**src/rtl/mark_bank.sv**
```systemverilog
// rtl/mark_bank.sv - multi-row board-mark store with row/cell writes and a row-by-row stream-out
module mark_bank #(
    parameter int SECTION_SIZE = 19,
    parameter int NUM_ROWS     = 19,
    parameter int ROW_AW       = 5,
    parameter int COL_AW       = 5
) (
    input  logic                    clk,
    input  logic                    rst,
    input  logic                    clr,
    input  logic                    wr_en,
    input  logic [ROW_AW-1:0]       wr_row,
    input  logic [SECTION_SIZE-1:0] wr_data,
    input  logic                    set_en,
    input  logic [ROW_AW-1:0]       set_row,
    input  logic [COL_AW-1:0]       set_col,
    input  logic                    set_val,
    input  logic                    rd_start,
    output logic                    rd_busy,
    output logic                    out_valid,
    input  logic                    out_ready,
    output logic [ROW_AW-1:0]       out_row,
    output logic [SECTION_SIZE-1:0] out_data,
    output logic                    out_last
);

    typedef enum logic {IDLE, STREAM} state_t;

    state_t                  state;
    state_t                  state_next;
    logic [SECTION_SIZE-1:0] rows      [NUM_ROWS];
    logic [SECTION_SIZE-1:0] rows_next [NUM_ROWS];
    logic                    cap;
    logic                    done;
    logic [ROW_AW-1:0]       cap_row;
    logic [SECTION_SIZE-1:0] cap_data;

    // Next row contents: whole-row load first, then the cell write on top.
    // Column c lives at bit SECTION_SIZE-1-c so column 0 is the MSB.
    // Out-of-range indices match no row/column and so fall away naturally.
    always_comb begin
        for (int r = 0; r < NUM_ROWS; r++) begin
            rows_next[r] = rows[r];
            if (wr_en && wr_row == ROW_AW'(r)) begin
                rows_next[r] = wr_data;
            end
            if (set_en && set_row == ROW_AW'(r)) begin
                for (int c = 0; c < SECTION_SIZE; c++) begin
                    if (set_col == COL_AW'(c)) begin
                        rows_next[r][SECTION_SIZE-1-c] = set_val;
                    end
                end
            end
        end
    end

    // Row storage: reset and clear both wipe the bank and drop same-cycle writes.
    always_ff @(posedge clk) begin
        for (int r = 0; r < NUM_ROWS; r++) begin
            if (rst || clr) begin
                rows[r] <= '0;
            end else begin
                rows[r] <= rows_next[r];
            end
        end
    end

    // Pre-edge contents of the row about to be captured into the beat.
    always_comb begin
        cap_data = '0;
        for (int r = 0; r < NUM_ROWS; r++) begin
            if (cap_row == ROW_AW'(r)) begin
                cap_data = rows[r];
            end
        end
    end

    // FSM state register.
    always_ff @(posedge clk) begin
        if (rst) begin
            state <= IDLE;
        end else begin
            state <= state_next;
        end
    end

    // Next state plus capture/finish decisions for the stream registers.
    always_comb begin
        state_next = state;
        cap        = 1'b0;
        done       = 1'b0;
        cap_row    = '0;
        case (state)
            IDLE: begin
                if (rd_start && !clr) begin
                    state_next = STREAM;
                    cap        = 1'b1;
                end
            end
            STREAM: begin
                if (clr) begin
                    state_next = IDLE;
                end else if (out_ready) begin
                    if (out_last) begin
                        state_next = IDLE;
                        done       = 1'b1;
                    end else begin
                        cap     = 1'b1;
                        cap_row = out_row + 1'b1;
                    end
                end
            end
            default: state_next = IDLE;
        endcase
    end

    // Beat registers: a captured beat is a snapshot and holds until accepted.
    always_ff @(posedge clk) begin
        if (rst) begin
            out_valid <= 1'b0;
            out_last  <= 1'b0;
            out_row   <= '0;
            out_data  <= '0;
        end else if (clr) begin
            out_valid <= 1'b0;
            out_last  <= 1'b0;
        end else if (cap) begin
            out_valid <= 1'b1;
            out_row   <= cap_row;
            out_data  <= cap_data;
            out_last  <= (cap_row == ROW_AW'(NUM_ROWS - 1));
        end else if (done) begin
            out_valid <= 1'b0;
            out_last  <= 1'b0;
        end
    end

    assign rd_busy = (state == STREAM);

endmodule

```
**config.mk**
```make
export PLATFORM = sky130hd
export DESIGN_NAME = mark_bank
export DESIGN_NICKNAME = d
export VERILOG_FILES = /design/src/rtl/mark_bank.sv
export SDC_FILE = /design/constraint.sdc
export NUM_CORES = 1
export LEC_CHECK = 0
export ABC_AREA = 1
export CORE_UTILIZATION = 45
export DETAILED_ROUTE_END_ITERATION = 12
export PLACE_DENSITY = 0.59
export SYNTH_ARGS = -nofsm -noshare
export SYNTH_HDL_FRONTEND = slang
export SYNTH_SLANG_ARGS = --single-unit
```
**constraint.sdc**
```tcl
create_clock -name clk -period 2.9 [get_ports clk]
set_input_delay 0.29 -clock clk [delete_from_list [all_inputs] [get_ports clk]]
set_output_delay 0.29 -clock clk [all_outputs]
set_load 0.01 [all_outputs]
```
==> results of run 1 <==
layout make-up:
cell class / count / area, sq um
fillers: 4683 / 21500
clock inverters: 6 / 41.3
clock buffers: 73 / 1360
flip-flops and latches: 388 / 7780
multi-input cells: 2198 / 11400
well taps: 615 / 769
inverters: 487 / 1850
repair buffers: 357 / 3170
path summary, 6_finish.rpt:
| path | start | endpoint | slack (ns) | depth (start not counted) |
|---|---|---|---|---|
| setup / recovery | out_row[1]$_SDFFE_PP0P_ | out_data[0]$_SDFFE_PP0P_ | -0.05 | 20 |
| hold / removal | rd_start | rd_busy$_SDFF_PP0_ | 0.42 | 5 |
| setup reg to reg | out_row[1]$_SDFFE_PP0P_ | out_data[0]$_SDFFE_PP0P_ | -0.05 | 20 |
| hold reg to reg | out_valid$_SDFFE_PP0P_ | out_valid$_SDFFE_PP0P_ | 0.52 | 4 |
flip-flops by register name (all words and copies together) (netlist names):
name	count
out_last	1
rd_busy	1
rows	361
out_data	19
out_row	5
out_valid	1
layout by cell type, fill, tap and decap left out, types with 20 or more instances in the layout:
master / instances
a21oi_1: 387
buf_12: 23
buf_4: 257
clkbuf_16: 47
clkdlybuf4s50_1: 67
clkinv_1: 20
dfxtp_1: 383
inv_1: 451
nand2_1: 1053
nand3_1: 40
nand4_1: 57
nor2_1: 106
nor2_2: 25
o21ai_0: 49
o221ai_1: 377
synthesized netlist by cell type, drive strengths merged:
library cell  number
clkbuf           262
nand2           1083
nand3             48
nor2             141
buf               37
xor2               1
ha                 1
dfxtp            388
o21ai             72
inv              465
clkinv            22
a21oi            388
o221ai           377
nor3              24
nand3b             4
nand4             58
power by group:
group / switching, uW / leakage (uW) / total, uW / internal (uW)
sequential: 44.2 / 0.00313 / 5420 / 5380
clock: 2420 / 0.000689 / 5630 / 3200
combinational: 616 / 0.00666 / 881 / 265
stage by stage:
stage | cells | worst slack (ns) | util
after floorplan | 3371 | 0.638 | -
after global placement | 4028 | -0.604 | 0.513
after detailed placement | 4028 | -0.623 | 0.513
after CTS | 4108 | -0.0621 | 0.544
after global routing | 4124 | -0.148 | 0.552
final | 4124 | -0.0528 | 0.552
cell families (layout without fill, tap and decap cells):
kind of cell / count (synthesis) / count (layout)
compound gates: 837 / 837
simple gates: 1358 / 1359
flops: 388 / 388
fa+ha+maj: 1 / 1
xor+xnor: 1 / 1
buf+inv: 786 / 923
layer usage:
layer | part of all wire | up-vias | track usage
met3 | 0.12 | 292 | 0.0878
met4 | 0.051 | 2 | 0.195
met5 | 0.00013 | - | 0
met1 | 0.41 | 11885 | 0.522
met2 | 0.42 | 1524 | 0.576
li1 | - | 11424 | -
timing repair:
action                                  CTS  global route
buffers inserted                          0            18
endpoints found under the setup margin   12            19
cloned                                    1             0
gates resized for setup                  18            71
pin swaps                                 3            39
hold buffers                              0             0
worst register-to-register path, stage by stage (launching register included):
cell     delay [ns]
dfxtp_2        0.36
ha_4           0.19
nand3_4        0.10
nand2_4        0.08
nand3_4        0.13
buf_6          0.16
nand2_4        0.07
nor2_4         0.06
buf_6          0.12
nand2_2        0.06
nand3_2        0.07
nand2_2        0.11
nand4_1        0.18
nor2_2         0.20
nand4_1        0.16
nor2_4         0.21
nand4_1        0.17
nand2_1        0.13
nand4_1        0.11
nor2_1         0.13
nor2_1         0.05
==> impl_metrics.json, run 1 <==
{
  "drive_above_1_share": 0.132,
  "critPathSlowestCell": "dfxtp_2",
  "seq_area_frac_synth": 0.355,
  "hold_slack_ns": 0.420,
  "yosys.area_share.simple": 0.250,
  "cp.buffers_inverters": 2,
  "syn_to_final_growth_pct": 20.5,
  "core_area_sq_um": 47800,
  "worst_slew_pin_slew_ns": 0.717,
  "syn-num-nets": 3414,
  "wl_um": 98400,
  "yosys.area.top_type_share": 0.355,
  "hold_path.class": "primary input to flip-flop",
  "p_per_area_nw_per_um2": 452,
  "period_needed_ns": 2.95,
  "hold_viol": 0,
  "finalCritPeriodShare": 1.02,
  "drt-initial-drc-count": 2892,
  "synth_top_family_by_area": "compound AO/OA/AOI/OAI gates",
  "avgSynthCellArea_sq_um": 6.49,
  "layout_setup_ws_ns": -0.0528,
  "path_common_cell": "nand4_1",
  "cts_buffers": 47,
  "cp_cell_sequence": "ha_4, nand3_4, nand2_4, nand3_4, buf_6, nand2_4, nor2_4, buf_6, nand2_2, nand3_2, nand2_2, nand4_1, nor2_2, nand4_1, nor2_4, nand4_1, nand2_1, nand4_1, nor2_1, nor2_1",
  "slew_headroom": 0.522,
  "cts-root-buf": "clkbuf_16",
  "grt_pass1_wl_um": 145000,
  "cts_max_level": 2,
  "drt_pre_antenna_iters": 6,
  "synth.area.mux_share": 0,
  "place_hpwl_um": 66000,
  "max_freq_mhz": 339,
  "run_status": "finished, violations left",
  "cp.arrival_ns": 3.44,
  "yosys.area.top_type": "dfxtp_1",
  "critical_path_required_ns": 3.38,
  "synth_xor_area_frac": 0.000400,
  "num_rows": 80,
  "synth_compound_area_frac": 0.256,
  "grt_max_degree": 78,
  "grt_util_all_layers": 0.387,
  "synth_seq_cells": 388,
  "cp_top_family": "simple AND/OR/NAND/NOR gates",
  "clkSinkCount": 388,
  "cts.clk_slew.worst_paths_ns": 0.05,
  "io-pin-count": 69,
  "max_cap_violations": 0,
  "detail_route.vias_per_cell": 6.09,
  "cp-end-kind": "flip-flop",
  "grt_setup_unrepaired": "yes",
  "initial_core_util": 0.458,
  "port_buffers": 68,
  "synthAdderAreaFrac": 0.000572,
  "num_vias": 25127,
  "drc": 0,
  "grt_pass1_vias": 23253,
  "crit_type": "flip-flop to flip-flop",
  "drv_slew": 0,
  "clock_skew_ns": 0.0122,
  "setup_viol": 1,
  "tns_ns": -0.0528,
  "cts_tree": "done",
  "yosysUniqueCellTypes": 31,
  "cts_buffer_depth": 3,
  "peakVddDrop_v": 0.000416,
  "yosys-top-cells-area": "dfxtp_1, nand2_1, o221ai_1",
  "clk_latency_ns": 0.60,
  "postRouteAntennaNets": 0,
  "netlist_instances": 3371,
  "die_h_um": 223,
  "leakage_uw": 0.0105,
  "antenna_found_initial": 1,
  "syn-cell-area_sq_um": 21900,
  "cpPeakStageDelay_ns": 0.36,
  "chipWidth_um": 223,
  "antenna_cells": 0,
  "crit_path_start_kind": "flip-flop",
  "stdcell_area_sq_um": 26400,
  "finalNetCount": 3522,
  "power_uw": 11900,
  "violations": "negative setup slack",
  "place_congestion": 0.978,
  "drt-wirelength-per-cell_um": 23.9,
  "path_max_fanout": 5,
  "yosys_warnings": 0,
  "dieArea_sq_um": 49500,
  "grt.overflow.total": 0,
  "postPlaceCellArea_sq_um": 24500
}
No activity file was read; power rests on OpenSTA's default activity.
==> inputs of run 2 (changes only) <==
CORE_MARGIN = 5   (was default)
==> impl_metrics.json, run 2 (same netlist as run 1, synthesis figures left out) <==
{
  "run_status": "complete, no violations",
  "cp.buffers_inverters": 4,
  "initial_core_util": 0.457,
  "drc": 0,
  "cts_max_level": 2,
  "num_rows": 80,
  "cts.clk_slew.worst_paths_ns": 0.06,
  "critical_path_required_ns": 3.38,
  "max_cap_violations": 0,
  "final_common_cell": "nand2_1",
  "slew_headroom": 0.453,
  "place_congestion": 0.951,
  "wl_um": 99700,
  "max_freq_mhz": 349,
  "port_buffers": 68,
  "power_uw": 11900,
  "p_per_area_nw_per_um2": 453,
  "crit_path_start_kind": "flip-flop",
  "syn_to_final_growth_pct": 20.2,
  "critPathSlowestCell": "dfxtp_2",
  "postRouteAntennaNets": 0,
  "grt_max_degree": 90,
  "die_h_um": 231,
  "io-pin-count": 69,
  "largest_reg_flops": 361,
  "hold_path.class": "primary input to flip-flop",
  "grt_setup_unrepaired": "yes",
  "core_area_sq_um": 47900,
  "clock_skew_ns": 0.0137,
  "antenna_found_initial": 2,
  "drive_above_1_share": 0.128,
  "dieArea_sq_um": 53200,
  "drt-initial-drc-count": 3615,
  "grt.overflow.total": 0,
  "drt_pre_antenna_iters": 7,
  "cts_buffers": 46,
  "peakVddDrop_v": 0.000442,
  "crit_type": "flip-flop to flip-flop",
  "period_needed_ns": 2.87,
  "grt_util_all_layers": 0.358,
  "setup_viol": 0,
  "cp-end-kind": "flip-flop",
  "cpPeakStageDelay_ns": 0.33,
  "postPlaceCellArea_sq_um": 24400,
  "reg.largest.list": "rows: 361 flops, out_data: 19 flops, out_row: 5 flops",
  "worst_slew_pin_slew_ns": 0.821,
  "cts_tree": "done",
  "final_cell_mix": "nand2_1, inv_1, a21oi_1, dfxtp_1, o221ai_1",
  "drv_slew": 0,
  "finalCritPeriodShare": 0.989,
  "finalNetCount": 3518,
  "clkSinkCount": 388,
  "cts_buffer_depth": 3,
  "cp.arrival_ns": 3.35,
  "path_common_cell": "nand4_1",
  "cts_hold_buf": 0,
  "stdcell_area_sq_um": 26300,
  "cp_cell_sequence": "inv_2, nand2_4, nor2_8, nand2_4, nor2_4, nand2_4, inv_4, nand2_8, clkbuf_16, o21ai_2, nand4_1, nor2_1, nand4_1, nand2_2, nand4_1, nor2_1, nand4_1, nand2_1, inv_1",
  "clk_latency_ns": 0.59,
  "top_register": "rows",
  "grt_pass1_wl_um": 148000,
  "path_max_fanout": 6,
  "cp_top_family": "simple AND/OR/NAND/NOR gates",
  "hold_viol": 0,
  "place_hpwl_um": 65500,
  "detail_route.vias_per_cell": 6.20,
  "leakage_uw": 0.0105,
  "grt_pass1_vias": 23347,
  "num_vias": 25540,
  "cts-root-buf": "clkbuf_16",
  "chipWidth_um": 231,
  "drt-wirelength-per-cell_um": 24.2
}
-- run 2: final timing paths --
| check | startpoint | to | slack (ns) | cells after the start |
|---|---|---|---|---|
| max reg2reg | out_last$_SDFFE_PP0P_ | out_data[9]$_SDFFE_PP0P_ | 0.03 | 19 |
| max | out_last$_SDFFE_PP0P_ | out_data[9]$_SDFFE_PP0P_ | 0.03 | 19 |
| min | rd_start | rd_busy$_SDFF_PP0_ | 0.43 | 5 |
| min reg2reg | out_row[3]$_SDFFE_PP0P_ | out_row[3]$_SDFFE_PP0P_ | 0.51 | 2 |
-- run 2: timing repair --
item / CTS / global route
buffers inserted: 0 / 26
resized for setup: 0 / 94
setup endpoints to repair: 0 / 18
-- run 2: metal layers --
metal	GRT usage	routed length [um]	vias to the layer above
li1	-	-	11431
met1	0.504	39900	12036
met2	0.530	41700	1757
met3	0.0743	13000	316
met4	0.156	5060	0
met5	0	0	-
-- run 2: through the flow --
step	hold WS, ns	TNS, ns	util	cells	worst slack [ns]
2_1_floorplan	0.449	0	-	3371	0.638
3_3_place_gp	0.491	-4.78	0.508	4013	-0.350
3_5_place_dp	0.496	-5.85	0.508	4013	-0.422
4_1_cts	0.397	0	0.537	4092	0.000207
5_1_grt	0.507	-0.335	0.549	4121	-0.0761
6_report	0.428	0	0.549	4122	0.0317
-- run 2: final cells by class --
class / count / area, sq um
Fill cell: 4747 / 21600
Multi-Input combinational cell: 2199 / 11400
Sequential cell: 388 / 7780
Timing Repair Buffer: 353 / 3100
Inverter: 487 / 1840
Clock buffer: 72 / 1320
Tap cell: 615 / 769
Clock inverter: 7 / 66.3
Antenna cell: 1 / 2.50
-- run 2: power by group --
part,switching (uW),total [uW],internal (uW)
clock,2410,5610,3190
combinational,627,890,263
sequential,42.4,5420,5380
total,3080,11900,8830
-- run 2: worst reg2reg max path, delay by kind of cell, from the launching register on --
family,cells,cell delay [ns]
compound gates,1,0.13
simple gates,14,1.95
flops,1,0.33
buf+inv,4,0.36
